$ cat config.mk
export PLATFORM = sky130hd
export DESIGN_NAME = conv_frame_sequencer
export DESIGN_NICKNAME = d
export VERILOG_FILES = /design/src/rtl/conv_pkg.sv /design/src/rtl/conv_pos_counter.sv /design/src/rtl/conv_frame_sequencer.sv
export SDC_FILE = /design/constraint.sdc
export NUM_CORES = 1
export LEC_CHECK = 0
export CORE_ASPECT_RATIO = 1.1
export CORE_UTILIZATION = 52
export CTS_CLUSTER_SIZE = 25
export DETAILED_ROUTE_END_ITERATION = 7
export PLACE_DENSITY = 0.8
export SLEW_MARGIN = 20
export SYNTH_ARGS = -nofsm -noshare
export SYNTH_HDL_FRONTEND = slang
export SYNTH_SLANG_ARGS = --single-unit
$ cat constraint.sdc
create_clock -name clk -period 4.75 [get_ports clk]
set_clock_uncertainty 0.15 [all_clocks]
set_input_delay 1.1875 -clock clk [delete_from_list [all_inputs] [get_ports clk]]
set_output_delay 1.1875 -clock clk [all_outputs]
set_load 0.03 [all_outputs]
$ cat src/rtl/conv_pkg.sv
// Shared types and kernel geometry for the 3x3 convolution frame sequencer.
package conv_pkg;

   typedef enum logic [2:0] {
      IDLE,
      RD0,
      RD1,
      RD2,
      DRAIN,
      WRITE,
      DONE
   } state_e;

   localparam int unsigned PIX_W    = 8;
   localparam int unsigned ROW_W    = 3 * PIX_W;
   localparam int unsigned KERNEL_W = 3 * ROW_W;

   function automatic logic [ROW_W-1:0] kernel_row(input logic [KERNEL_W-1:0] k,
                                                   input int unsigned          idx);
      return k[idx*ROW_W +: ROW_W];
   endfunction

endpackage

$ cat src/rtl/conv_pos_counter.sv
// Window position tracker: row/col, row base address and output address,
// with a flag marking the bottom-right (last) window.
module conv_pos_counter #(
   parameter int unsigned IMG_W  = 16,
   parameter int unsigned IMG_H  = 16,
   parameter int unsigned ADDR_W = 8
) (
   input  logic              clk,
   input  logic              reset,
   input  logic              clear_i,
   input  logic              advance_i,
   output logic [ADDR_W-1:0] base_o,
   output logic [ADDR_W-1:0] next_base_o,
   output logic [ADDR_W-1:0] out_addr_o,
   output logic              last_o
);

   localparam logic [ADDR_W-1:0] C_LAST = ADDR_W'(IMG_W - 3);
   localparam logic [ADDR_W-1:0] R_LAST = ADDR_W'(IMG_H - 3);
   localparam logic [ADDR_W-1:0] W_A    = ADDR_W'(IMG_W);
   localparam logic [ADDR_W-1:0] ONE    = ADDR_W'(1);

   logic [ADDR_W-1:0] r_q, r_d;
   logic [ADDR_W-1:0] c_q, c_d;
   logic [ADDR_W-1:0] row_base_q, row_base_d;
   logic [ADDR_W-1:0] out_addr_q, out_addr_d;

   always_comb begin
      r_d        = r_q;
      c_d        = c_q;
      row_base_d = row_base_q;
      out_addr_d = out_addr_q;
      if (clear_i) begin
         r_d        = '0;
         c_d        = '0;
         row_base_d = '0;
         out_addr_d = '0;
      end else if (advance_i) begin
         out_addr_d = out_addr_q + ONE;
         if (c_q < C_LAST) begin
            c_d = c_q + ONE;
         end else begin
            c_d        = '0;
            r_d        = r_q + ONE;
            row_base_d = row_base_q + W_A;
         end
      end
   end

   always_ff @(posedge clk) begin
      if (reset) begin
         r_q        <= '0;
         c_q        <= '0;
         row_base_q <= '0;
         out_addr_q <= '0;
      end else begin
         r_q        <= r_d;
         c_q        <= c_d;
         row_base_q <= row_base_d;
         out_addr_q <= out_addr_d;
      end
   end

   // next_base lets the FSM register the RD0 address in the same edge the position moves
   assign base_o      = row_base_q + c_q;
   assign next_base_o = row_base_d + c_d;
   assign out_addr_o  = out_addr_q;
   assign last_o      = (r_q == R_LAST) && (c_q == C_LAST);

endmodule

$ cat src/rtl/conv_frame_sequencer.sv
// Frame controller: walks every valid 3x3 window, issuing RAM row reads,
// MAC weight/control one cycle behind, and a handshaked output write.
module conv_frame_sequencer
   import conv_pkg::*;
#(
   parameter int unsigned IMG_W  = 16,
   parameter int unsigned IMG_H  = 16,
   parameter int unsigned ADDR_W = 8
) (
   input  logic                clk,
   input  logic                reset,
   input  logic                start,
   input  logic [KERNEL_W-1:0] kernel,
   input  logic                out_ready,
   output logic                busy,
   output logic                done,
   output logic                ram_en,
   output logic [ADDR_W-1:0]   ram_addr,
   output logic [ROW_W-1:0]    weight,
   output logic                mac_en,
   output logic                mac_clear,
   output logic                out_we,
   output logic [ADDR_W-1:0]   out_addr
);

   if (IMG_W < 3 || IMG_H < 3 || (64'(1) << ADDR_W) < 64'(IMG_W * IMG_H)) begin : g_bad_params
      $error("conv_frame_sequencer: bad IMG_W/IMG_H/ADDR_W");
   end

   localparam logic [ADDR_W-1:0] W1_A = ADDR_W'(IMG_W);
   localparam logic [ADDR_W-1:0] W2_A = ADDR_W'(2 * IMG_W);

   state_e              state_q;
   logic [KERNEL_W-1:0] kernel_q;
   logic                busy_q, done_q, ram_en_q, mac_en_q, mac_clear_q, out_we_q;
   logic [ADDR_W-1:0]   ram_addr_q;
   logic [ROW_W-1:0]    weight_q;

   logic [ADDR_W-1:0]   base, next_base;
   logic                last_win;
   logic                pos_clear, pos_advance;

   assign pos_clear   = (state_q == IDLE) && start;
   assign pos_advance = (state_q == WRITE) && out_ready;

   conv_pos_counter #(
      .IMG_W  (IMG_W),
      .IMG_H  (IMG_H),
      .ADDR_W (ADDR_W)
   ) u_pos (
      .clk         (clk),
      .reset       (reset),
      .clear_i     (pos_clear),
      .advance_i   (pos_advance),
      .base_o      (base),
      .next_base_o (next_base),
      .out_addr_o  (out_addr),
      .last_o      (last_win)
   );

   // Outputs are registered, so each arm drives the values seen in the next state.
   always_ff @(posedge clk) begin
      if (reset) begin
         state_q     <= IDLE;
         kernel_q    <= '0;
         busy_q      <= 1'b0;
         done_q      <= 1'b0;
         ram_en_q    <= 1'b0;
         ram_addr_q  <= '0;
         weight_q    <= '0;
         mac_en_q    <= 1'b0;
         mac_clear_q <= 1'b0;
         out_we_q    <= 1'b0;
      end else begin
         done_q      <= 1'b0;
         ram_en_q    <= 1'b0;
         mac_en_q    <= 1'b0;
         mac_clear_q <= 1'b0;
         out_we_q    <= 1'b0;
         unique case (state_q)
            IDLE: begin
               if (start) begin
                  kernel_q   <= kernel;
                  state_q    <= RD0;
                  busy_q     <= 1'b1;
                  ram_en_q   <= 1'b1;
                  ram_addr_q <= next_base;
               end
            end
            RD0: begin
               state_q     <= RD1;
               ram_en_q    <= 1'b1;
               ram_addr_q  <= base + W1_A;
               mac_en_q    <= 1'b1;
               mac_clear_q <= 1'b1;
               weight_q    <= kernel_row(kernel_q, 0);
            end
            RD1: begin
               state_q    <= RD2;
               ram_en_q   <= 1'b1;
               ram_addr_q <= base + W2_A;
               mac_en_q   <= 1'b1;
               weight_q   <= kernel_row(kernel_q, 1);
            end
            RD2: begin
               state_q  <= DRAIN;
               mac_en_q <= 1'b1;
               weight_q <= kernel_row(kernel_q, 2);
            end
            DRAIN: begin
               state_q  <= WRITE;
               out_we_q <= 1'b1;
            end
            WRITE: begin
               if (!out_ready) begin
                  out_we_q <= 1'b1;
               end else if (last_win) begin
                  state_q <= DONE;
                  done_q  <= 1'b1;
                  busy_q  <= 1'b0;
               end else begin
                  state_q    <= RD0;
                  ram_en_q   <= 1'b1;
                  ram_addr_q <= next_base;
               end
            end
            DONE: state_q <= IDLE;
            default: state_q <= IDLE;
         endcase
      end
   end

   assign busy      = busy_q;
   assign done      = done_q;
   assign ram_en    = ram_en_q;
   assign ram_addr  = ram_addr_q;
   assign weight    = weight_q;
   assign mac_en    = mac_en_q;
   assign mac_clear = mac_clear_q;
   assign out_we    = out_we_q;

endmodule

-- After elaboration in Yosys (flattened, before gate mapping)
Index checks and enable logic that the tools add are counted.
- register bits: 145
- latch bits: 0
- memory bits (writable): 0
- bits in read-only memories: 0
- input bits: 76
- output and inout port bits: 46
- logic and storage cells: 81
- memories kept: 0
- $add $sub $neg: 8
- $mul: 0
- div/mod/pow operators: 0
- magnitude comparators: 1
- eq/ne operators: 11
- shift-type cells: 0
- multiplexer cells: 28
- bitwise gates (word level): 3
- reduce and logical (&&, ||, !) cells: 16
- operators by type and width (kind ; count):
    $mux 8 ; 9
    $pmux 24 s3 ; 1
    $pmux 8 s4 ; 1
    $add 8x1->8 const B ; 3
    $pmux 3 s6 ; 1
    $add 8x5->8 const B ; 2
    $add 8x8->8 ; 2
    $eq 8x4->1 const B ; 2
    $mux 1 ; 10
    $mux 3 ; 3
    $add 8x6->8 const B ; 1
    $lt 8x4->1 const B ; 1
    $ne 2x2->1 const B ; 4
    $reduce_and 4->1 ; 2
    $eq 3x2->1 const B ; 2
    $eq 3x3->1 const B ; 2
    $reduce_and 2->1 ; 3
    $reduce_or 3->1 ; 2
    $pmux 1 s2 ; 2
    $reduce_bool 4->1 ; 1
    $reduce_or 2->1 ; 2
    $eq 3x1->1 const B ; 1
    $logic_and 1x1->1 ; 3
    $logic_not 3->1 ; 1
    other kinds (4) ; 6

-- Longest topological paths before layout
- word-level depth: 8
- mapped depth: 17
- mapped depth without buffers: 15

-- By module
From an unflattened synthesis, not the netlist that was laid out.
- cells, all modules: 816
- area total of the unflattened synthesis: 6666.4 µm²
- by module, submodules not included (module ; times used ; cells an instance ; area each (µm²) ; seq. area each (µm²)):
    conv_frame_sequencer ; 1 ; 572 ; 4595.7 ; 2262.2
    conv_pos_counter ; 1 ; 244 ; 2070.7 ; 640.6

-- Worst setup path before layout
OpenSTA, ideal clock, no wires.
- path type: in2reg
- start: input port start
- end: register ram_addr_q[7], in the netlist ram_addr[7]
- library setup time: 0.091 ns
- arrival time: 3.838 ns
- data required time: 4.509 ns
- setup slack: 0.671 ns
- cell stages on the path: 13
- buffers on the path: 3
- cells stage by stage: or4b_1 buf_2 clkbuf_1 clkbuf_1 nand2_1 inv_1 ha_1 a21o_1 a211o_1 a2111o_1 a21oi_1 mux2i_1 a311oi_1
- cells in the longest elaborated chain, start to end: 6
- elaborated cells on any way between the ends: 10
- RTL lines (item ; RTL line ; text):
    start, declared ; conv_frame_sequencer.sv:12 ; input logic start,
    $logic_and 1x1->1 (*) ; conv_frame_sequencer.sv:43 ; assign pos_clear = (state_q == IDLE) && start;
    $mux 8 (*) ; conv_pos_counter.sv:33 ; if (clear_i) begin
    net u_pos.row_base_d[1] ; conv_pos_counter.sv:25 ; logic [ADDR_W-1:0] row_base_q, row_base_d;
    $add 8x8->8 (*) ; conv_pos_counter.sv:66 ; assign next_base_o = row_base_d + c_d;
    $mux 8 ; conv_frame_sequencer.sv:117 ; end else if (last_win) begin
    $mux 8 ; conv_frame_sequencer.sv:115 ; if (!out_ready) begin
    $pmux 8 s4 (*) ; conv_frame_sequencer.sv:80 ; unique case (state_q)
    end signal, assigned ; conv_frame_sequencer.sv:87 ; ram_addr_q <= next_base;
    end signal, assigned ; conv_frame_sequencer.sv:93 ; ram_addr_q <= base + W1_A;
    end signal, assigned ; conv_frame_sequencer.sv:124 ; ram_addr_q <= next_base;
    end, declared ; conv_frame_sequencer.sv:36 ; logic [ADDR_W-1:0] ram_addr_q;
Mark *: on every way through the listed nets, which the timed path passes. The rest lies on a longest branch. The select of a mux whose other input is x is not followed.
A chain may end at the register's enable or synchronous reset.

-- Worst setup path in the final report
- start: input port out_ready
- end: register ram_addr_q[7], in the netlist ram_addr[7]
- cells in the longest elaborated chain, start to end: 7
- elaborated cells on any way between the ends: 12
- RTL lines (item ; RTL line ; text):
    start, declared ; conv_frame_sequencer.sv:14 ; input logic out_ready,
    $logic_and 1x1->1 (*) ; conv_frame_sequencer.sv:44 ; assign pos_advance = (state_q == WRITE) && out_ready;
    $mux 8 (*) ; conv_pos_counter.sv:38 ; end else if (advance_i) begin
    $mux 8 (*) ; conv_pos_counter.sv:33 ;
    net u_pos.c_d[1] ; conv_pos_counter.sv:24 ; logic [ADDR_W-1:0] c_q, c_d;
    $add 8x8->8 (*) ; conv_pos_counter.sv:66 ;
    $mux 8 ; conv_frame_sequencer.sv:117 ;
    $mux 8 ; conv_frame_sequencer.sv:115 ;
    $pmux 8 s4 (*) ; conv_frame_sequencer.sv:80 ;
Marks and branches as above.

==> metrics.yaml <==
sta:
  period_needed_ps: 4100
  setup_tns_ps: 0
  min_period_over_period_pct: 86.3
  hold_viol_final: 0
  slew_violations: 0
  clock.fmax_ghz: 0.244
  worst_slew_pin_slew_ps: 909
  max_slew_margin_pct: 39.4
  hold_slack_ps: 304
  setup_viol: 0
  grt_setup_unrepaired: "false"
floorplanning:
  fp-row-count: 42
  die_w_um: 109
  io_pins: 122
  die-height_um: 120
  start_util_pct: 53.8
  fp.dieArea_um2: 13100
  core_um2: 12200
cts:
  ctsHoldBuffers: 0
  cts_resized: 0
  clkLatencyLatePin_ps: 420
  cts_root_buf: "clkbuf_16"
  cts_buffer_depth: 2
  post_cts_buffers: 0
  cts_buffers: 17
  path_clk_slew_ps: 60
  cts_sinks: 145
  cts_max_level: 4
  cts_tree: "built"
placement:
  gp_congestion: 0.803
  place_hpwl_mm: 11.5
  port_buffers: 121
yosys:
  syn_area_per_cell_um2: 8.34
  synth.most_common_cell: "nand2_1"
  ys_seq_area_share_pct: 44.2
  synth_edf_count: 0
  ys.flop_type: "dfxtp_1"
  yosysWarnings: 0
  synthArstFlopShare_pct: 0
  yosysTopAreaCell: "dfxtp_1"
  netlist_instances: 787
  ys_top_cells_by_area: "dfxtp_1, nand2_1, a21oi_1"
  syn_nets: 888
  ys_seq_elements: 145
  synth_area_um2: 6560
  synth_common_cells: "nand2_1, dfxtp_1, a21oi_1"
  netlist.area_leader.share_pct: 44.2
  netlist-cell-type-count: 56
critical_path:
  cp_top_family: "compound AO/OA/AOI/OAI gates"
  startpoint_type: "input pin"
  cp_data_arrival_time_ps: 4210
  path_class: "input pin to register"
  crit_top_cell: "a21o_1"
  rrSetupSlack_ps: 1100
  path_buf_inv: 2
  worstSetupEndpointType: "register"
  crit_slowest_cell: "clkdlybuf4s50_1"
  worstPathRequired_ps: 4870
  cp_max_fo: 14
  crit_chain: "clkdlybuf4s50_1 > nand4b_1 > a21oi_1 > or2_2 > a21o_1 > inv_1 > ha_1 > a21o_1 > a211o_1 > a2111o_1 > and3_1 > mux2i_1 > a311oi_1"
  slowest_delay_ps: 590
global_routing:
  globalRoute.totalOverflow: 0
  grtUsageTotal_pct: 27.6
  grt_max_degree: 88
  grt_pass1_vias: 5837
  grt_pass1_wl_mm: 28.0
  antenna_found_initial: 0
routing:
  drtIter0Drc: 402
  detail-route-antenna-nets: 0
  drt-total-wl_mm: 17.4
  viasPerCell: 5.78
  wl_per_cell_um: 16.6
  drcViolationCount: 0
  drt_first_pass_iters: 5
  vias: 6066
layout:
  drive_above_1_share_pct: 8.71
  regArea_um2: 2900
  nFillCells: 968
  nets: 984
  diodes: 0
  area_growth_pct: 28.8
  fin_util_pct: 69.3
  multiInputGateArea_um2: 3390
power_and_ir_drop:
  ir_drop_v: 0.000291
  p_sw_share_pct: 26.4
  internal_power_mw: 2.37
  leakage_nw: 3.30
  combPwrFrac_pct: 15.0
  seqPwrFrac_pct: 41.7
  power.switching_mw: 0.850
  clkPwrFrac_pct: 43.3
  powerDensity_nw_per_um2: 381
flow_run:
  cap_violations: 0
hold_path:
  hold_class: "register to register"
outcome:
  status: "finished, final reports clean"
-- registers in the layout, indices dropped and copies added (netlist names), 3 cells and up --
name	flops
kernel_q	72
weight	24
ram_addr	8
u_pos.c_q	8
u_pos.out_addr_o	8
u_pos.r_q	8
u_pos.row_base_q	8
state_q	3
-- final timing paths --
path | startpoint | endpoint | cells after the start
worst min register to register | kernel_q[20] | kernel_q[20] | 2
worst max register to register | state_q[0] | ram_addr[7] | 12
worst max-delay path | out_ready | ram_addr[7] | 13
worst min-delay path | kernel_q[20] | kernel_q[20] | 2
-- per-stage QoR --
step	setup WS (ps)	area, um^2	std cells	total power [mW]
after floorplan	671	6560	787	1.65
after CTS	682	8450	1050	3.23
after global placement	334	7830	1018	1.83
final	651	8450	1050	3.22
after global routing	387	8450	1050	3.33
after detailed placement	257	7830	1018	1.85
-- worst reg2reg max path, delay by kind of cell, from the launching register on --
| family | cells | cell delay (ps) |
|---|---|---|
| compound gates | 5 | 1240 |
| fa+ha+maj | 1 | 220 |
| buf+inv | 1 | 80 |
| flops | 1 | 650 |
| mux | 1 | 130 |
| simple gates | 4 | 1020 |
-- cells by family (layout without fill, tap and decap cells) --
kind of cell	count (synthesis)	in the layout	share of synthesized area [%]
simple gates	304	304	20.2
fa+ha+maj	25	25	5.00
flops	145	145	44.2
xor+xnor	29	29	3.87
mux	30	30	5.03
compound gates	186	186	17.6
buf+inv	68	177	4.12
-- cell usage in the layout (no fill, tap or decap), drive strengths merged, types with 15 or more instances in the layout --
cell,instances
inv,15
dfxtp,145
clkbuf,21
a21oi,91
o22ai,25
clkdlybuf4s50,120
xor2,20
nor3,16
mux2,24
nor2,73
nand2,168
ha,23
a211oi,30
-- routing by layer --
layer | vias to the layer above | wire (um) | part of all wire, % | GRT usage, %
li1 | 2916 | - | - | -
met1 | 2893 | 7420 | 43 | 34.1
met2 | 218 | 8640 | 50 | 46.4
met3 | 39 | 923 | 5.3 | 5.16
met4 | 0 | 464 | 2.7 | 12.0
met5 | - | 0 | 0 | 0
-- cell type report --
cell class	instances	area share, %
Clock buffer	21	5.57
Clock inverter	11	1.82
Inverter	14	0.622
Multi-Input combinational cell	574	40.2
Sequential cell	145	34.4
Tap cell	154	2.28
Timing Repair Buffer	131	15.2
-- power groups by stage --
stage	Clock (mW)	Sequential (mW)	Combinational, mW
2_1_floorplan	0	1.42	0.228
3_3_place_gp	0	1.36	0.470
3_5_place_dp	0	1.37	0.478
4_1_cts	1.40	1.34	0.482
5_1_grt	1.46	1.35	0.520
6_report	1.40	1.34	0.483
No activity file was read; power rests on OpenSTA's default activity.
